<file path="src/rtl/lynx_reset_pkg.sv">
// Shared types for the core reset sequencer: FSM states, reset causes and
// the trigger-priority helper.
package lynx_reset_pkg;

   typedef enum logic [1:0] {
      PWRUP = 2'd0,
      RST   = 2'd1,
      RUN   = 2'd2
   } state_e;

   typedef enum logic [1:0] {
      CAUSE_POR  = 2'd0,
      CAUSE_REQ  = 2'd1,
      CAUSE_OPT  = 2'd2,
      CAUSE_HOLD = 2'd3
   } cause_e;

   // Highest-priority active trigger; an option change is the fallback.
   function automatic cause_e trig_cause(input logic hold, input logic req);
      cause_e c;
      if (hold) begin
         c = CAUSE_HOLD;
      end else if (req) begin
         c = CAUSE_REQ;
      end else begin
         c = CAUSE_OPT;
      end
      return c;
   endfunction

endpackage

</file>
<file path="src/rtl/reset_sequencer_if.sv">
// Sequencer control/status bundle: the master drives enables, options and
// requests; the sequencer (slave) returns power, core reset, run and cause.
interface reset_sequencer_if #(
   parameter int unsigned WATCH_BITS = 8
);

   logic                  ce;
   logic [WATCH_BITS-1:0] status_watch;
   logic [WATCH_BITS-1:0] watch_mask;
   logic                  req;
   logic                  hold;
   logic                  power;
   logic                  core_reset;
   logic                  run;
   logic [1:0]            cause;

   modport master (
      output ce, status_watch, watch_mask, req, hold,
      input  power, core_reset, run, cause
   );

   modport slave (
      input  ce, status_watch, watch_mask, req, hold,
      output power, core_reset, run, cause
   );

endinterface

</file>
<file path="src/rtl/option_change_detect.sv">
// Flags a change on any masked-in option bit relative to the value seen on
// the previous ce tick; history follows every bit regardless of the mask.
module option_change_detect #(
   parameter int unsigned WATCH_BITS = 8
) (
   input  logic                  clock,
   input  logic                  reset,
   input  logic                  ce,
   input  logic [WATCH_BITS-1:0] status_watch,
   input  logic [WATCH_BITS-1:0] watch_mask,
   output logic                  chg
);

   logic [WATCH_BITS-1:0] prev_q;
   logic [WATCH_BITS-1:0] prev_d;

   // Only the option bits move prev, so a mask edit alone never fires.
   always_comb begin
      prev_d = prev_q;
      chg    = 1'b0;
      if (ce) begin
         prev_d = status_watch;
         chg    = |((status_watch ^ prev_q) & watch_mask);
      end
   end

   // Reset loads the live value so release does not see a false edge.
   always_ff @(posedge clock) begin
      if (reset) begin
         prev_q <= status_watch;
      end else begin
         prev_q <= prev_d;
      end
   end

endmodule

</file>
<file path="src/rtl/reset_sequencer.sv">
// Power-on and core-reset sequencer: power-up delay, then a core reset that
// is re-armed by hold, request or option changes and released after a quiet run.
module reset_sequencer
   import lynx_reset_pkg::*;
#(
   parameter int unsigned WATCH_BITS   = 8,
   parameter int unsigned POWER_CYCLES = 8,
   parameter int unsigned RESET_CYCLES = 16
) (
   input  logic              clock,
   input  logic              reset,
   reset_sequencer_if.slave  bus
);

   localparam int unsigned MAX_CYCLES = (POWER_CYCLES > RESET_CYCLES) ? POWER_CYCLES
                                                                      : RESET_CYCLES;
   localparam int unsigned CW         = $clog2(MAX_CYCLES + 1);
   localparam logic [CW-1:0] PWR_LAST = CW'(POWER_CYCLES - 1);
   localparam logic [CW-1:0] RST_LAST = CW'(RESET_CYCLES - 1);

   state_e        state_q,      state_d;
   logic [CW-1:0] cnt_q,        cnt_d;
   logic          power_q,      power_d;
   logic          core_reset_q, core_reset_d;
   logic          run_q,        run_d;
   cause_e        cause_q,      cause_d;

   logic chg;
   logic trig;

   option_change_detect #(
      .WATCH_BITS (WATCH_BITS)
   ) u_chg (
      .clock        (clock),
      .reset        (reset),
      .ce           (bus.ce),
      .status_watch (bus.status_watch),
      .watch_mask   (bus.watch_mask),
      .chg          (chg)
   );

   assign trig = bus.hold | bus.req | chg;

   // Next state; nothing moves on cycles without ce.
   always_comb begin
      state_d      = state_q;
      cnt_d        = cnt_q;
      power_d      = power_q;
      core_reset_d = core_reset_q;
      cause_d      = cause_q;

      if (bus.ce) begin
         case (state_q)
            PWRUP: begin
               if (cnt_q == PWR_LAST) begin
                  power_d = 1'b1;
                  cnt_d   = '0;
                  state_d = RST;
               end else begin
                  cnt_d = cnt_q + CW'(1);
               end
            end
            RST: begin
               if (trig) begin
                  cnt_d   = '0;
                  cause_d = trig_cause(bus.hold, bus.req);
               end else if (cnt_q == RST_LAST) begin
                  core_reset_d = 1'b0;
                  state_d      = RUN;
               end else begin
                  cnt_d = cnt_q + CW'(1);
               end
            end
            RUN: begin
               if (trig) begin
                  core_reset_d = 1'b1;
                  cnt_d        = '0;
                  cause_d      = trig_cause(bus.hold, bus.req);
                  state_d      = RST;
               end
            end
            default: begin
               state_d = PWRUP;
               cnt_d   = '0;
            end
         endcase
      end

      run_d = power_d & ~core_reset_d;
   end

   always_ff @(posedge clock) begin
      if (reset) begin
         state_q      <= PWRUP;
         cnt_q        <= '0;
         power_q      <= 1'b0;
         core_reset_q <= 1'b1;
         run_q        <= 1'b0;
         cause_q      <= CAUSE_POR;
      end else begin
         state_q      <= state_d;
         cnt_q        <= cnt_d;
         power_q      <= power_d;
         core_reset_q <= core_reset_d;
         run_q        <= run_d;
         cause_q      <= cause_d;
      end
   end

   assign bus.power      = power_q;
   assign bus.core_reset = core_reset_q;
   assign bus.run        = run_q;
   assign bus.cause      = cause_q;

endmodule

</file>
<file path="src/flat_wrapper.sv">
// flat-port wrapper written by rule: the top's interface ports become plain ports
module reset_sequencer_flat import lynx_reset_pkg::*;
#(
   parameter int unsigned WATCH_BITS   = 8,
   parameter int unsigned POWER_CYCLES = 8,
   parameter int unsigned RESET_CYCLES = 16
)
  (clock, reset, bus_ce, bus_status_watch, bus_watch_mask, bus_req, bus_hold, bus_power, bus_core_reset, bus_run, bus_cause);
  reset_sequencer_if #(.WATCH_BITS(WATCH_BITS)) bus_i ();
  input  logic clock;
  input  logic reset;
  input wire logic [$bits(bus_i.ce)-1:0] bus_ce;
  input wire logic [$bits(bus_i.status_watch)-1:0] bus_status_watch;
  input wire logic [$bits(bus_i.watch_mask)-1:0] bus_watch_mask;
  input wire logic [$bits(bus_i.req)-1:0] bus_req;
  input wire logic [$bits(bus_i.hold)-1:0] bus_hold;
  output wire logic [$bits(bus_i.power)-1:0] bus_power;
  output wire logic [$bits(bus_i.core_reset)-1:0] bus_core_reset;
  output wire logic [$bits(bus_i.run)-1:0] bus_run;
  output wire logic [$bits(bus_i.cause)-1:0] bus_cause;
  assign bus_i.ce = bus_ce;
  assign bus_i.status_watch = bus_status_watch;
  assign bus_i.watch_mask = bus_watch_mask;
  assign bus_i.req = bus_req;
  assign bus_i.hold = bus_hold;
  assign bus_power = bus_i.power;
  assign bus_core_reset = bus_i.core_reset;
  assign bus_run = bus_i.run;
  assign bus_cause = bus_i.cause;
  reset_sequencer #(.WATCH_BITS(WATCH_BITS), .POWER_CYCLES(POWER_CYCLES), .RESET_CYCLES(RESET_CYCLES)) u_core (.clock(clock), .reset(reset), .bus(bus_i));
endmodule
</file>
<file path="config.mk">
export PLATFORM = sky130hd
export DESIGN_NAME = reset_sequencer_flat
export DESIGN_NICKNAME = d
export VERILOG_FILES = /design/src/rtl/lynx_reset_pkg.sv /design/src/rtl/reset_sequencer_if.sv /design/src/rtl/option_change_detect.sv /design/src/rtl/reset_sequencer.sv /design/src/flat_wrapper.sv
export SDC_FILE = /design/constraint.sdc
export NUM_CORES = 1
export LEC_CHECK = 0
export CAP_MARGIN = 20
export CORE_UTILIZATION = 40
export CTS_CLUSTER_DIAMETER = 80
export DETAILED_ROUTE_END_ITERATION = 12
export PLACE_DENSITY = 0.69
export SLEW_MARGIN = 20
export SYNTH_ARGS = -nofsm -noshare
export SYNTH_HDL_FRONTEND = slang
export SYNTH_SLANG_ARGS = --single-unit
</file>
<file path="constraint.sdc">
create_clock -name clock -period 5.9 [get_ports clock]
set_input_delay 1.18 -clock clock [delete_from_list [all_inputs] [get_ports clock]]
set_output_delay 1.18 -clock clock [all_outputs]
set_load 0.1 [all_outputs]
</file>
==> results.yml, run 1 <==
clock_network:
  clk_pin_slew_ns: 0.12
  clk_path_buf_depth: 2
  cts_tree: "yes"
  numCtsBuffers: 3
  root_buffer: "clkbuf_4"
  cts-resized-gates: 0
  clock_sinks: 20
  postCtsSetupBuffers: 0
  hold_buffers: 0
  clkLatencyLatePin_ns: 0.32
  h-tree-depth: 1
floorplanning:
  core_area_mm2: 0.00250
  rows: 18
  io_pins: 26
  initial_core_util_pct: 42.7
  die_x_um: 53.7
  die_area_mm2: 0.00288
  dieHeight_um: 53.7
detailed_routing:
  dr.pass1.iters: 4
  drt_iter0_drc: 27
  avgViaCountPerCell: 5.58
  ant_nets: 0
  num_vias: 893
  drc: 0
  routed_wl_um: 2180
  wl_per_cell_um: 13.6
yosys:
  yosys.area.top_type_share_pct: 22.5
  avgSynthCellArea_um2: 10.4
  syn_nets: 130
  synth.area.top_cells: "dfxtp_1, edfxtp_1, ha_1"
  synth_top_area_cell: "dfxtp_1"
  ys_types: 37
  synth_edf_count: 8
  ys_ff_latch: 20
  syn-cell-area_mm2: 0.00107
  ys.flop_type: "dfxtp_1"
  syn_inst: 103
  yosys_warnings: 0
  synthArstFlopShare_pct: 0
  yosysSeqAreaShare_pct: 45.0
timing:
  skew_ns: 0.0157
  hold_viol: 0
  finalCritPeriodShare_pct: 50.6
  drv_slew: 0
  hold_ws_ns: 0.492
  rsz0062_at_grt: "no"
  period_needed_ns: 2.99
  setup_viol: 0
  tightest_slew_ns: 0.970
  setup-tns-final_ns: 0
  fmax_mhz: 335
  slew_headroom_pct: 35.1
placed_design:
  gp_congestion: 0.837
  placed_cell_area_mm2: 0.00135
  numPlacedInstances: 156
  dp_hpwl_um: 1700
  io_buffer_count: 25
grt:
  track_usage_pct: 15.5
  grt_antenna_before_repair: 0
  overflow: 0
  grt_pass1_wl_um: 3170
  grt_pass1_vias: 783
  grt_max_degree: 16
cells_and_area:
  nets: 158
  area_growth_pct: 31.1
  final.fill_count: 215
  final_cell_mix: "clkdlybuf4s50_1, dfxtp_1, xor2_1, edfxtp_1, nor3_1"
  final_area_mm2: 0.00140
  fin_cells: 160
  drive_gt1_share_pct: 12.3
  final_common_cell: "clkdlybuf4s50_1"
  diodes: 0
pwr:
  seqPwrFrac_pct: 50.0
  p_sw_share_pct: 21.9
  clkPwrFrac_pct: 36.7
  powerDensity_mw_per_mm2: 220
  p_int_w: 0.000241
  power_frac_comb_pct: 13.3
  p_sw_w: 0.0000675
  irDropWorstVdd_mv: 0.246
  p_total_w: 0.000309
  leakagePower_nw: 0.515
critical_path:
  path_cells: "clkdlybuf4s50_1"
  slowest_delay_ns: 1.14
  path_delay_family: "buffers and inverters"
  cp.arrival_ns: 1.81
  critPathCaptureType: "output port"
  crit_buf_inv: 1
  crit_fanout: 2
  required_ns: 4.72
  slowest_stage: "clkdlybuf4s50_1"
  critical_path_class: "flip-flop to output port"
  start_kind: "flip-flop"
outcome:
  outcome: "finished clean"
hold_path:
  worst_hold_path_type: "flip-flop to flip-flop"
run:
  drv_cap: 0
-- registers in the layout, summed over array words and instances, names as in the netlist --
register,flops
u_core.bus.power,1
u_core.u_chg.prev_q,8
u_core.bus.cause,2
u_core.bus.core_reset,1
u_core.bus.run,1
u_core.cnt_q,5
u_core.state_q,2
-- per-layer routing --
metal | up-vias | routed length, µm | global-route usage [%]
li1 | 443 | - | -
met1 | 414 | 927 | 17.0
met2 | 33 | 1050 | 27.6
met3 | 3 | 188 | 5.93
met4 | 0 | 11 | 3.95
met5 | - | 0 | 0
-- power by group through the flow --
stage          Sequential, W  Combinational, W  Clock [W]
6_report            0.000154         0.0000412   0.000113
5_1_grt             0.000155         0.0000443   0.000125
4_1_cts             0.000154         0.0000416   0.000117
3_5_place_dp        0.000158         0.0000412          0
3_3_place_gp        0.000157         0.0000397          0
2_1_floorplan       0.000157         0.0000209          0
-- per-stage QoR --
stage               setup WS [ns]  utilization [%]
global route                 2.85             56.1
CTS                          2.90             56.1
global placement             2.70             54.0
floorplan                    3.24                -
detailed placement           2.63             54.0
finish                       2.91             56.1
-- cells in the mapped netlist (2+ instances only) --
library cell	number
dfxtp_1	12
edfxtp_1	8
xor2_1	8
nor3_1	7
ha_1	6
nor2_1	6
inv_1	5
nand2_1	5
a22oi_1	4
o21ai_0	3
o31ai_1	3
a21oi_1	2
a22o_2	2
clkbuf_1	2
mux2_2	2
nand2_2	2
nand2b_1	2
nand3_1	2
nor3b_1	2
o311ai_0	2
or2_2	2
-- kinds of logic (layout without fill, tap and decap cells) --
kind of cell,after synthesis,in the layout,share of synthesized area [%]
simple gates,35,35,18.6
compound gates,24,24,17.4
flops,20,20,45.0
xor+xnor,9,9,7.38
buf+inv,7,34,2.46
fa+ha+maj,6,6,7.03
mux,2,2,2.11
-- cell type report --
class	count	area, µm²	share of cell area (%)
Inverter	5	18.8	1.34
Clock buffer	3	22.5	1.61
Multi-Input combinational cell	76	562	40.1
Clock inverter	1	30.0	2.14
Tap cell	30	37.5	2.68
Timing Repair Buffer	25	250	17.9
Sequential cell	20	480	34.3
-- worst paths after layout --
| path | end | startpoint | cells after the start | slack [ns] |
|---|---|---|---|---|
| max reg2reg | u_core.cnt_q[0] | u_core.u_chg.prev_q[4] | 6 | 3.84 |
| max | bus_cause[1] | u_core.bus.cause[1] | 1 | 2.91 |
| min reg2reg | u_core.bus.cause[0] | u_core.bus.cause[0] | 2 | 0.49 |
| min | u_core.bus.cause[0] | u_core.bus.cause[0] | 2 | 0.49 |
No activity file was read; power rests on OpenSTA's default activity.
==> run 2: changes to the inputs <==
PLACE_DENSITY = 0.71   (was 0.69)
clock period = 2.71 ns   (was 5.9 ns; I/O delays follow)
==> run 2 against run 1 <==
Net effect:
- sequential share of layout area is 0.98 points higher
- die area stayed put
- first-iteration DRC count is 44% lower
- critical endpoint is now u_core.cnt_q[0]
- largest cell class unchanged
==> results.yml, run 2 (synthesis gave the netlist of run 1 again) <==
clock_network:
  postCtsSetupBuffers: 0
  numCtsBuffers: 3
  root_buffer: "clkbuf_4"
  clk_pin_slew_ns: 0.10
  h-tree-depth: 1
  cts_tree: "yes"
  cts-resized-gates: 0
  clk_path_buf_depth: 2
  hold_buffers: 0
  clock_sinks: 20
  clkLatencyLatePin_ns: 0.31
pwr:
  p_int_w: 0.000430
  irDropWorstVdd_mv: 0.303
  powerDensity_mw_per_mm2: 420
  leakagePower_nw: 0.511
  p_sw_share_pct: 25.0
  p_sw_w: 0.000143
  p_total_w: 0.000572
  seqPwrFrac_pct: 58.7
  power_frac_comb_pct: 15.7
  clkPwrFrac_pct: 25.7
floorplanning:
  die_x_um: 53.7
  initial_core_util_pct: 42.7
  rows: 18
  die_area_mm2: 0.00288
  io_pins: 26
  core_area_mm2: 0.00250
  dieHeight_um: 53.7
critical_path:
  r2r_slack_ns: 0.69
  cp.arrival_ns: 2.49
  required_ns: 2.91
  r2r_cells: 6
  critical_path_class: "primary input to flip-flop"
  start_kind: "primary input"
  critPathCaptureType: "flip-flop"
  rr_endpoint: "u_core.cnt_q[0]"
  r2r-start: "u_core.u_chg.prev_q[7]"
  crit_fanout: 8
timing:
  period_needed_ns: 2.29
  skew_ns: 0.00936
  hold_viol: 0
  slew_headroom_pct: 69.3
  fmax_mhz: 437
  setup_ws_ns: 0.421
  finalCritPeriodShare_pct: 84.5
  setup_viol: 0
  rsz0062_at_grt: "no"
  tightest_slew_ns: 0.460
  drv_slew: 0
  hold_ws_ns: 0.491
  setup-tns-final_ns: 0
detailed_routing:
  routed_wl_um: 2330
  avgViaCountPerCell: 5.56
  wl_per_cell_um: 14.5
  num_vias: 889
  drt_iter0_drc: 15
  drc: 0
  ant_nets: 0
  dr.pass1.iters: 4
cells_and_area:
  regMostFlops: "u_core.u_chg.prev_q"
  nets: 158
  diodes: 0
  final_cell_mix: "clkdlybuf4s50_1, dfxtp_1, xor2_1, edfxtp_1, nor3_1"
  multi_input_area_um2: 562
  area_growth_pct: 27.5
  final_common_cell: "clkdlybuf4s50_1"
  top_regs: "u_core.u_chg.prev_q: 8 flops, u_core.cnt_q: 5 flops"
  final.fill_count: 226
  regArea_um2: 480
  drive_gt1_share_pct: 15.4
  largest_register_ffs: 8
placed_design:
  post-place-ws_ns: 0.107
  io_buffer_count: 25
  dp_hpwl_um: 1720
  gp_congestion: 0.801
grt:
  grt_pass1_wl_um: 3560
  grt_antenna_before_repair: 0
  overflow: 0
  grt_max_degree: 16
  grt_pass1_vias: 824
  track_usage_pct: 17.8
outcome:
  outcome: "finished clean"
hold_path:
  worstHoldPathCells: 1
  worst_hold_path_type: "flip-flop to flip-flop"
  hold_start: "u_core.cnt_q[4]"
  whs_endpoint: "u_core.cnt_q[4]"
run:
  drv_cap: 0
-- run 2: worst max path at each step --
stage                              from         endpoint  slack, ns  cells past startpoint
floorplan           bus_status_watch[7]  u_core.cnt_q[0]       0.69                      6
finish              bus_status_watch[4]  u_core.cnt_q[0]       0.42                      7
CTS                 bus_status_watch[4]  u_core.cnt_q[0]       0.42                      7
global route        bus_status_watch[0]  u_core.cnt_q[0]       0.38                      7
detailed placement  bus_status_watch[4]  u_core.cnt_q[0]       0.11                      7
global placement    bus_status_watch[4]  u_core.cnt_q[0]       0.13                      7
-- run 2: layer usage --
metal	vias to the layer above	global-route usage, %	routed length [µm]
li1	442	-	-
met1	410	21.2	1010
met2	32	29.6	1120
met3	5	2.82	139
met4	0	10.5	51
met5	-	0	0
-- run 2: cell type report --
type,count,share of cell area [%]
clock inverters,1,0.275
inverters,5,1.38
flip-flops and latches,20,35.3
repair buffers,25,17.4
multi-input cells,76,41.2
clock buffers,3,1.65
well taps,30,2.75
-- run 2: power groups by stage --
stage                     clock network, W  registers (W)   logic, W
after floorplan                          0       0.000342  0.0000456
after global placement                   0       0.000342  0.0000860
after detailed placement                 0       0.000343  0.0000888
after CTS                         0.000153       0.000336  0.0000901
after global routing              0.000168       0.000338  0.0000969
final                             0.000147       0.000336  0.0000896
-- run 2: per-stage QoR --
stage	cell area, µm²	instances	util, %
after floorplan	1070	103	-
after global placement	1340	156	53.5
after detailed placement	1340	156	53.5
after CTS	1360	160	54.5
after global routing	1360	160	54.5
final	1360	160	54.5
-- run 2: critical path, stage by stage --
cell and delay (ns):
clkdlybuf4s50_1 0.45, xor2_1 0.16, a22oi_1 0.22, nand2_2 0.15
o41a_1 0.51, and3b_4 0.21, mux2_2 0.25
